==> src/rtl/regfile_sb.sv <==
// regfile_sb: ID-stage register file with configurable read ports, optional
// write-to-read bypass, a per-register pending scoreboard for long-latency
// producers, and a sequential sweep-clear engine that zeroes every entry.

module regfile_sb #(
  parameter int DATA_WIDTH = 64,
  parameter int ADDR_WIDTH = 4,
  parameter int NUM_RPORTS = 3,
  parameter int BYPASS     = 1
) (
  input  logic                             clk,
  input  logic                             rst,
  input  logic [NUM_RPORTS*ADDR_WIDTH-1:0] raddr,
  output logic [NUM_RPORTS*DATA_WIDTH-1:0] rdata,
  output logic [NUM_RPORTS-1:0]            rpend,
  input  logic                             wena,
  input  logic [ADDR_WIDTH-1:0]            waddr,
  input  logic [DATA_WIDTH-1:0]            wdata,
  input  logic                             iss_ena,
  input  logic [ADDR_WIDTH-1:0]            iss_addr,
  input  logic                             clr_start,
  output logic                             clr_busy,
  output logic                             clr_done,
  output logic [ADDR_WIDTH:0]              pend_cnt,
  input  logic [ADDR_WIDTH-1:0]            dbg_addr,
  output logic [DATA_WIDTH-1:0]            dbg_data
);

  localparam int DEPTH = 2 ** ADDR_WIDTH;
  localparam logic [ADDR_WIDTH-1:0] LAST_ADDR = ADDR_WIDTH'(DEPTH - 1);
  localparam logic [ADDR_WIDTH-1:0] PTR_ONE   = ADDR_WIDTH'(1);

  typedef enum logic [1:0] {
    IDLE  = 2'd0,
    SWEEP = 2'd1,
    DONE  = 2'd2
  } state_t;

  state_t                  state_q, state_d;
  logic [ADDR_WIDTH-1:0]   ptr_q, ptr_d;
  logic [DATA_WIDTH-1:0]   regs_q [DEPTH];
  logic [DATA_WIDTH-1:0]   regs_d [DEPTH];
  logic [DEPTH-1:0]        pending_q, pending_d;
  logic [ADDR_WIDTH:0]     pend_cnt_q, pend_cnt_d;

  logic                    sweeping;
  logic                    accept;
  logic                    wr_fire;
  logic                    iss_fire;
  logic [ADDR_WIDTH-1:0]   rd_addr [NUM_RPORTS];

  // Writes and issues are only honoured outside the sweep; the sweep owns the array.
  always_comb begin
    sweeping = (state_q == SWEEP);
    accept   = !sweeping;
    wr_fire  = accept && wena;
    iss_fire = accept && iss_ena;
  end

  // FSM state register plus sweep pointer; reset may land at any time, including mid-sweep.
  always_ff @(posedge clk or posedge rst) begin
    if (rst) begin
      state_q <= IDLE;
      ptr_q   <= '0;
    end else begin
      state_q <= state_d;
      ptr_q   <= ptr_d;
    end
  end

  // FSM next state: IDLE/DONE launch a sweep on clr_start, SWEEP walks every entry once.
  always_comb begin
    state_d = state_q;
    ptr_d   = ptr_q;
    unique case (state_q)
      IDLE: begin
        if (clr_start) begin
          state_d = SWEEP;
          ptr_d   = '0;
        end
      end
      SWEEP: begin
        if (ptr_q == LAST_ADDR) begin
          state_d = DONE;
          ptr_d   = '0;
        end else begin
          ptr_d = ptr_q + PTR_ONE;
        end
      end
      DONE: begin
        if (clr_start) begin
          state_d = SWEEP;
          ptr_d   = '0;
        end else begin
          state_d = IDLE;
        end
      end
      default: begin
        state_d = IDLE;
        ptr_d   = '0;
      end
    endcase
  end

  // FSM outputs decoded from registered state only, so they never glitch.
  always_comb begin
    clr_busy = (state_q == SWEEP);
    clr_done = (state_q == DONE);
  end

  // Register array next value: writeback outside the sweep, zeroing of the swept entry inside it.
  always_comb begin
    regs_d = regs_q;
    if (wr_fire) begin
      regs_d[waddr] = wdata;
    end
    if (sweeping) begin
      regs_d[ptr_q] = '0;
    end
  end

  // Register array storage.
  always_ff @(posedge clk or posedge rst) begin
    if (rst) begin
      regs_q <= '{default: '0};
    end else begin
      regs_q <= regs_d;
    end
  end

  // Scoreboard next value: writeback retires, issue claims; issue applied last so the newer producer wins.
  always_comb begin
    pending_d = pending_q;
    if (wr_fire) begin
      pending_d[waddr] = 1'b0;
    end
    if (iss_fire) begin
      pending_d[iss_addr] = 1'b1;
    end
    if (sweeping) begin
      pending_d[ptr_q] = 1'b0;
    end
  end

  // Pending count is the popcount of the next scoreboard, so it lands on the same edge.
  always_comb begin
    pend_cnt_d = '0;
    for (int i = 0; i < DEPTH; i++) begin
      pend_cnt_d = pend_cnt_d + (ADDR_WIDTH + 1)'(pending_d[i]);
    end
  end

  // Scoreboard and pending count storage.
  always_ff @(posedge clk or posedge rst) begin
    if (rst) begin
      pending_q  <= '0;
      pend_cnt_q <= '0;
    end else begin
      pending_q  <= pending_d;
      pend_cnt_q <= pend_cnt_d;
    end
  end

  // Unpack the per-port read addresses.
  always_comb begin
    for (int i = 0; i < NUM_RPORTS; i++) begin
      rd_addr[i] = raddr[i*ADDR_WIDTH +: ADDR_WIDTH];
    end
  end

  // Combinational read ports; a same-cycle accepted write to the same entry is forwarded and shows as not pending.
  always_comb begin
    rdata = '0;
    rpend = '0;
    for (int i = 0; i < NUM_RPORTS; i++) begin
      if ((BYPASS != 0) && wr_fire && (waddr == rd_addr[i])) begin
        rdata[i*DATA_WIDTH +: DATA_WIDTH] = wdata;
        rpend[i]                          = 1'b0;
      end else begin
        rdata[i*DATA_WIDTH +: DATA_WIDTH] = regs_q[rd_addr[i]];
        rpend[i]                          = pending_q[rd_addr[i]];
      end
    end
  end

  // Debug probe shows stored state only: never forwarded, never blocked by the sweep.
  always_comb begin
    dbg_data = regs_q[dbg_addr];
    pend_cnt = pend_cnt_q;
  end

endmodule

==> config.mk <==
export PLATFORM = sky130hd
export DESIGN_NAME = regfile_sb
export DESIGN_NICKNAME = d
export VERILOG_FILES = /design/src/rtl/regfile_sb.sv
export SDC_FILE = /design/constraint.sdc
export NUM_CORES = 2
export LEC_CHECK = 0
export BUFFER_PORTS_ARGS = -buffer_cell sky130_fd_sc_hd__buf_2
export CORE_UTILIZATION = 40
export DETAILED_ROUTE_END_ITERATION = 16
export MAX_ROUTING_LAYER = met4
export PLACE_DENSITY = 0.61
export REMOVE_ABC_BUFFERS = 1
export SETUP_SLACK_MARGIN = 0.4
export SLEW_MARGIN = 25
export SYNTH_ARGS = -nofsm -noshare
export SYNTH_HDL_FRONTEND = slang
export SYNTH_SLANG_ARGS = --single-unit
==> constraint.sdc <==
create_clock -name clk -period 36.4 [get_ports clk]
set_clock_uncertainty 0.05 [all_clocks]
set_input_delay 3.64 -clock clk [delete_from_list [all_inputs] [get_ports clk]]
set_output_delay 3.64 -clock clk [all_outputs]
set_load 0.02 [all_outputs]
==> flow_metrics.env <==
export IMPL_cp_max_fo=51
export IMPL_hold_path_class="reg -> reg"
export IMPL_maxSlewViolCount=0
export IMPL_cp_end_kind="primary output"
export IMPL_critPathKind="in -> out"
export IMPL_drv_cap=0
export IMPL_synth_cell_type_count=38
export IMPL_hold_violations=0
export IMPL_avgRoutedWirePerCell_um=37.15
export IMPL_grt_usage_pct=35.89
export IMPL_dieArea_um2=197000
export IMPL_drt_total_wl_um=350900
export IMPL_yosysSeqAreaShare_pct=33.68
export IMPL_dp_slack_ns=24.51
export IMPL_worstSetupStartpointType="primary input"
export IMPL_reg2reg_depth=15
export IMPL_hold_end="state_q[0]"
export IMPL_instances_no_fill=9447
export IMPL_numCtsBuffers=118
export IMPL_fp_row_count=161
export IMPL_r2r_end="pend_cnt[4]"
export IMPL_die_h_um=443.8
export IMPL_fin_ws_ns=24.54
export IMPL_reg2reg_from="state_q[1]"
export IMPL_p_leak_nw=32.57
export IMPL_p_per_area_nw_per_um2=59.33
export IMPL_syn_to_final_growth_pct=8.184
export IMPL_dp_cells=9199
export IMPL_synth_cells=7231
export IMPL_whs_path_depth=1
export IMPL_cts_tree="built"
export IMPL_worst_r2r_setup_slack_ns=30.65
export IMPL_worstHoldStart="state_q[0]"
export IMPL_period_share_pct=32.57
export IMPL_ir_worst_vdd_v=0.00005424
export IMPL_syn_avg_cell_area_um2=10.80
export IMPL_crit_chain="buf_8 -> buf_4 -> buf_4 -> buf_4 -> mux4_2 -> mux4_2 -> buf_2"
export IMPL_multi_input_area_um2=47420
export IMPL_coreArea_um2=193200
export IMPL_drc=0
export IMPL_relSlewSlack_pct=17.74
export IMPL_h_tree_depth=3
export IMPL_max_freq_ghz=0.08434
export IMPL_num_vias=72230
export IMPL_die_x_um=443.8
export IMPL_num_nets_final=6907
export IMPL_gp_congestion=0.9186
export IMPL_ios=359
export IMPL_fin_util_pct=43.73
export IMPL_antenna_found_initial=25
export IMPL_grt_pass1_wl_um=506400
export IMPL_cp_slowest_cell="buf_4"
export IMPL_io_buffer_count=358
export IMPL_hpwl_um=180900
export IMPL_status="finished clean"
export IMPL_tightestPinTransition_ns=1.234
export IMPL_drt_first_pass_iters=9
export IMPL_gr_total_overflow=0
export IMPL_synth_warnings=0
export IMPL_rsz0062_at_grt="no"
export IMPL_vias_per_cell=7.646
export IMPL_finalWorstPathRequiredPeriod_ns=11.86
export IMPL_fin_tns_setup_ns=0
export IMPL_ant_nets=0
export IMPL_worst_path_most_repeated_cell="buf_4"
export IMPL_synth_seq_cells=1051
export IMPL_grt_pass1_vias=71160
export IMPL_clock_path_buffers=3
export IMPL_max_stage_delay_ns=0.82
export IMPL_clock_sinks=1051
export IMPL_required_ns=32.71
export IMPL_post_cts_setup_buffers=0
export IMPL_drive_gt1_share_pct=29.79
export IMPL_first_iter_violations=11930
export IMPL_setup_violations=0
export IMPL_synth_area_um2=78090
export IMPL_grt_max_degree=189
export IMPL_regArea_um2=26300
export IMPL_cp_arrival_ns=8.17
export IMPL_start_util_pct=40.42
export IMPL_fill_cells=17700
export IMPL_clk_latency_ns=0.80
export IMPL_cts_root_buf="clkbuf_16"
export IMPL_cts_resized_gates=0
export IMPL_holdBufCountCts=0
export IMPL_clkTransAtPathRegs_ns=0.06
## cell usage after synthesis (all sizes together)
| cell | number | share of area (%) |
|---|---|---|
| mux4 | 1106 | 32 |
| dfrtp | 1051 | 34 |
| o21ai | 1045 | 6.7 |
| a21oi | 1042 | 6.7 |
| nand3 | 1029 | 6.6 |
| clkbuf | 703 | 3.4 |
| a22oi | 378 | 3.6 |
| buf | 352 | 2.4 |
| nand2 | 207 | 1.0 |
| mux2 | 192 | 2.8 |
| and2 | 20 | 0.16 |
| inv | 18 | 0.090 |
| nor2b | 15 | 0.12 |
| xnor2 | 14 | 0.16 |
| fa | 10 | 0.26 |
| nor2 | 10 | 0.048 |
| ha | 9 | 0.14 |
| a21o | 4 | 0.038 |
| nand4 | 4 | 0.032 |
| nand2b | 3 | 0.024 |
| nand4b | 3 | 0.034 |
| nor4b | 3 | 0.042 |
| and4 | 2 | 0.022 |
| and4b | 2 | 0.026 |
| nor3b | 2 | 0.019 |
| a22o | 1 | 0.011 |
| and3 | 1 | 0.0080 |
| nor3 | 1 | 0.0064 |
| nor4 | 1 | 0.0080 |
| o21a | 1 | 0.0096 |
| or2 | 1 | 0.0080 |
| or4b | 1 | 0.018 |
## area by class of cell
type	instances	area share [%]
tap	2526	3.741
antenna	23	0.06813
timing repair buffer	499	3.836
clock inverter	58	0.8442
inverter	18	0.09183
multi-input combinational	5107	56.13
clock buffer	165	4.157
sequential	1051	31.13
## flip-flops by register name, summed over array words and instances, names as in the netlist
| register | cells |
|---|---|
| ptr_q | 4 |
| pend_cnt | 5 |
| state_q | 2 |
| regs_q | 1024 |
| pending_q | 16 |
## critical path, delay by kind of cell
kind,cells,cell delay [ns]
muxes,2,1.21
buffers and inverters,5,3.16
## cells by family (layout without fill, tap and decap cells)
logic type	Yosys count	in the layout	share of synthesized area (%)
simple gates	1305	1305	8.165
buf+inv	1073	740	5.861
other cells	0	23	0
fa+ha+maj	19	19	0.4006
xor+xnor	14	14	0.1570
flops	1051	1051	33.68
compound gates	2471	2471	17.07
mux	1298	1298	34.67
## per-layer routing
metal | track usage, % | wire length, µm | up-vias
met2 | 50.81 | 152500 | 6666
met3 | 11.89 | 52340 | 1556
li1 | - | - | 27490
met5 | - | 0 | -
met4 | 23.00 | 25600 | 0
met1 | 43.92 | 120500 | 36520
## stage by stage
| stage | hold slack (ns) | instance area [µm²] | power, mW |
|---|---|---|---|
| floorplan | 0.4309 | 73580 | 2.891 |
| global placement | 0.4620 | 80080 | 3.564 |
| finish | 0.5344 | 84480 | 5.012 |
| CTS | 0.5261 | 84330 | 4.940 |
| global route | 0.5567 | 84470 | 5.173 |
| detailed placement | 0.4737 | 80110 | 3.625 |
## layout by cell type (no fill, tap or decap), types with 8 or more instances in the layout
cell        synthesis  routed
mux4_2           1106    1106
dfrtp_1          1051    1051
a21oi_1          1042    1042
nand3_1          1029    1029
o21ai_0           945     945
a22oi_1           378     378
buf_2             221     348
nand2_1           207     206
mux2_2            192     192
clkbuf_16           0     120
buf_4              30     112
o21ai_1           100     100
clkbuf_8            0      34
diode_2             0      23
clkinv_2            0      23
and2_4              0      20
inv_1              17      16
buf_12              0      16
xnor2_1            14      14
bufinv_16           0      14
buf_6              21      12
clkbuf_1          703      11
clkinvlp_4          0      11
fa_1               10      10
ha_1                9       9
nor2b_4             0       8
buf_8               0       8
## how the worst max path moves through the flow
stage	from	to	slack, ns	cells after the start
after floorplan	rst	pend_cnt[0]	3.13	1
after global placement	dbg_addr[0]	dbg_data[30]	24.55	7
after detailed placement	dbg_addr[0]	dbg_data[5]	24.51	7
after CTS	dbg_addr[0]	dbg_data[2]	24.51	7
after global routing	dbg_addr[0]	dbg_data[2]	24.24	7
final	dbg_addr[0]	dbg_data[2]	24.54	7
## power by group
group	switching (mW)	internal, mW	total (mW)
combinational	1.03	0.830	1.86
clock	0.557	0.771	1.33
sequential	0.362	1.46	1.82
(Power assumes the default switching activity.)
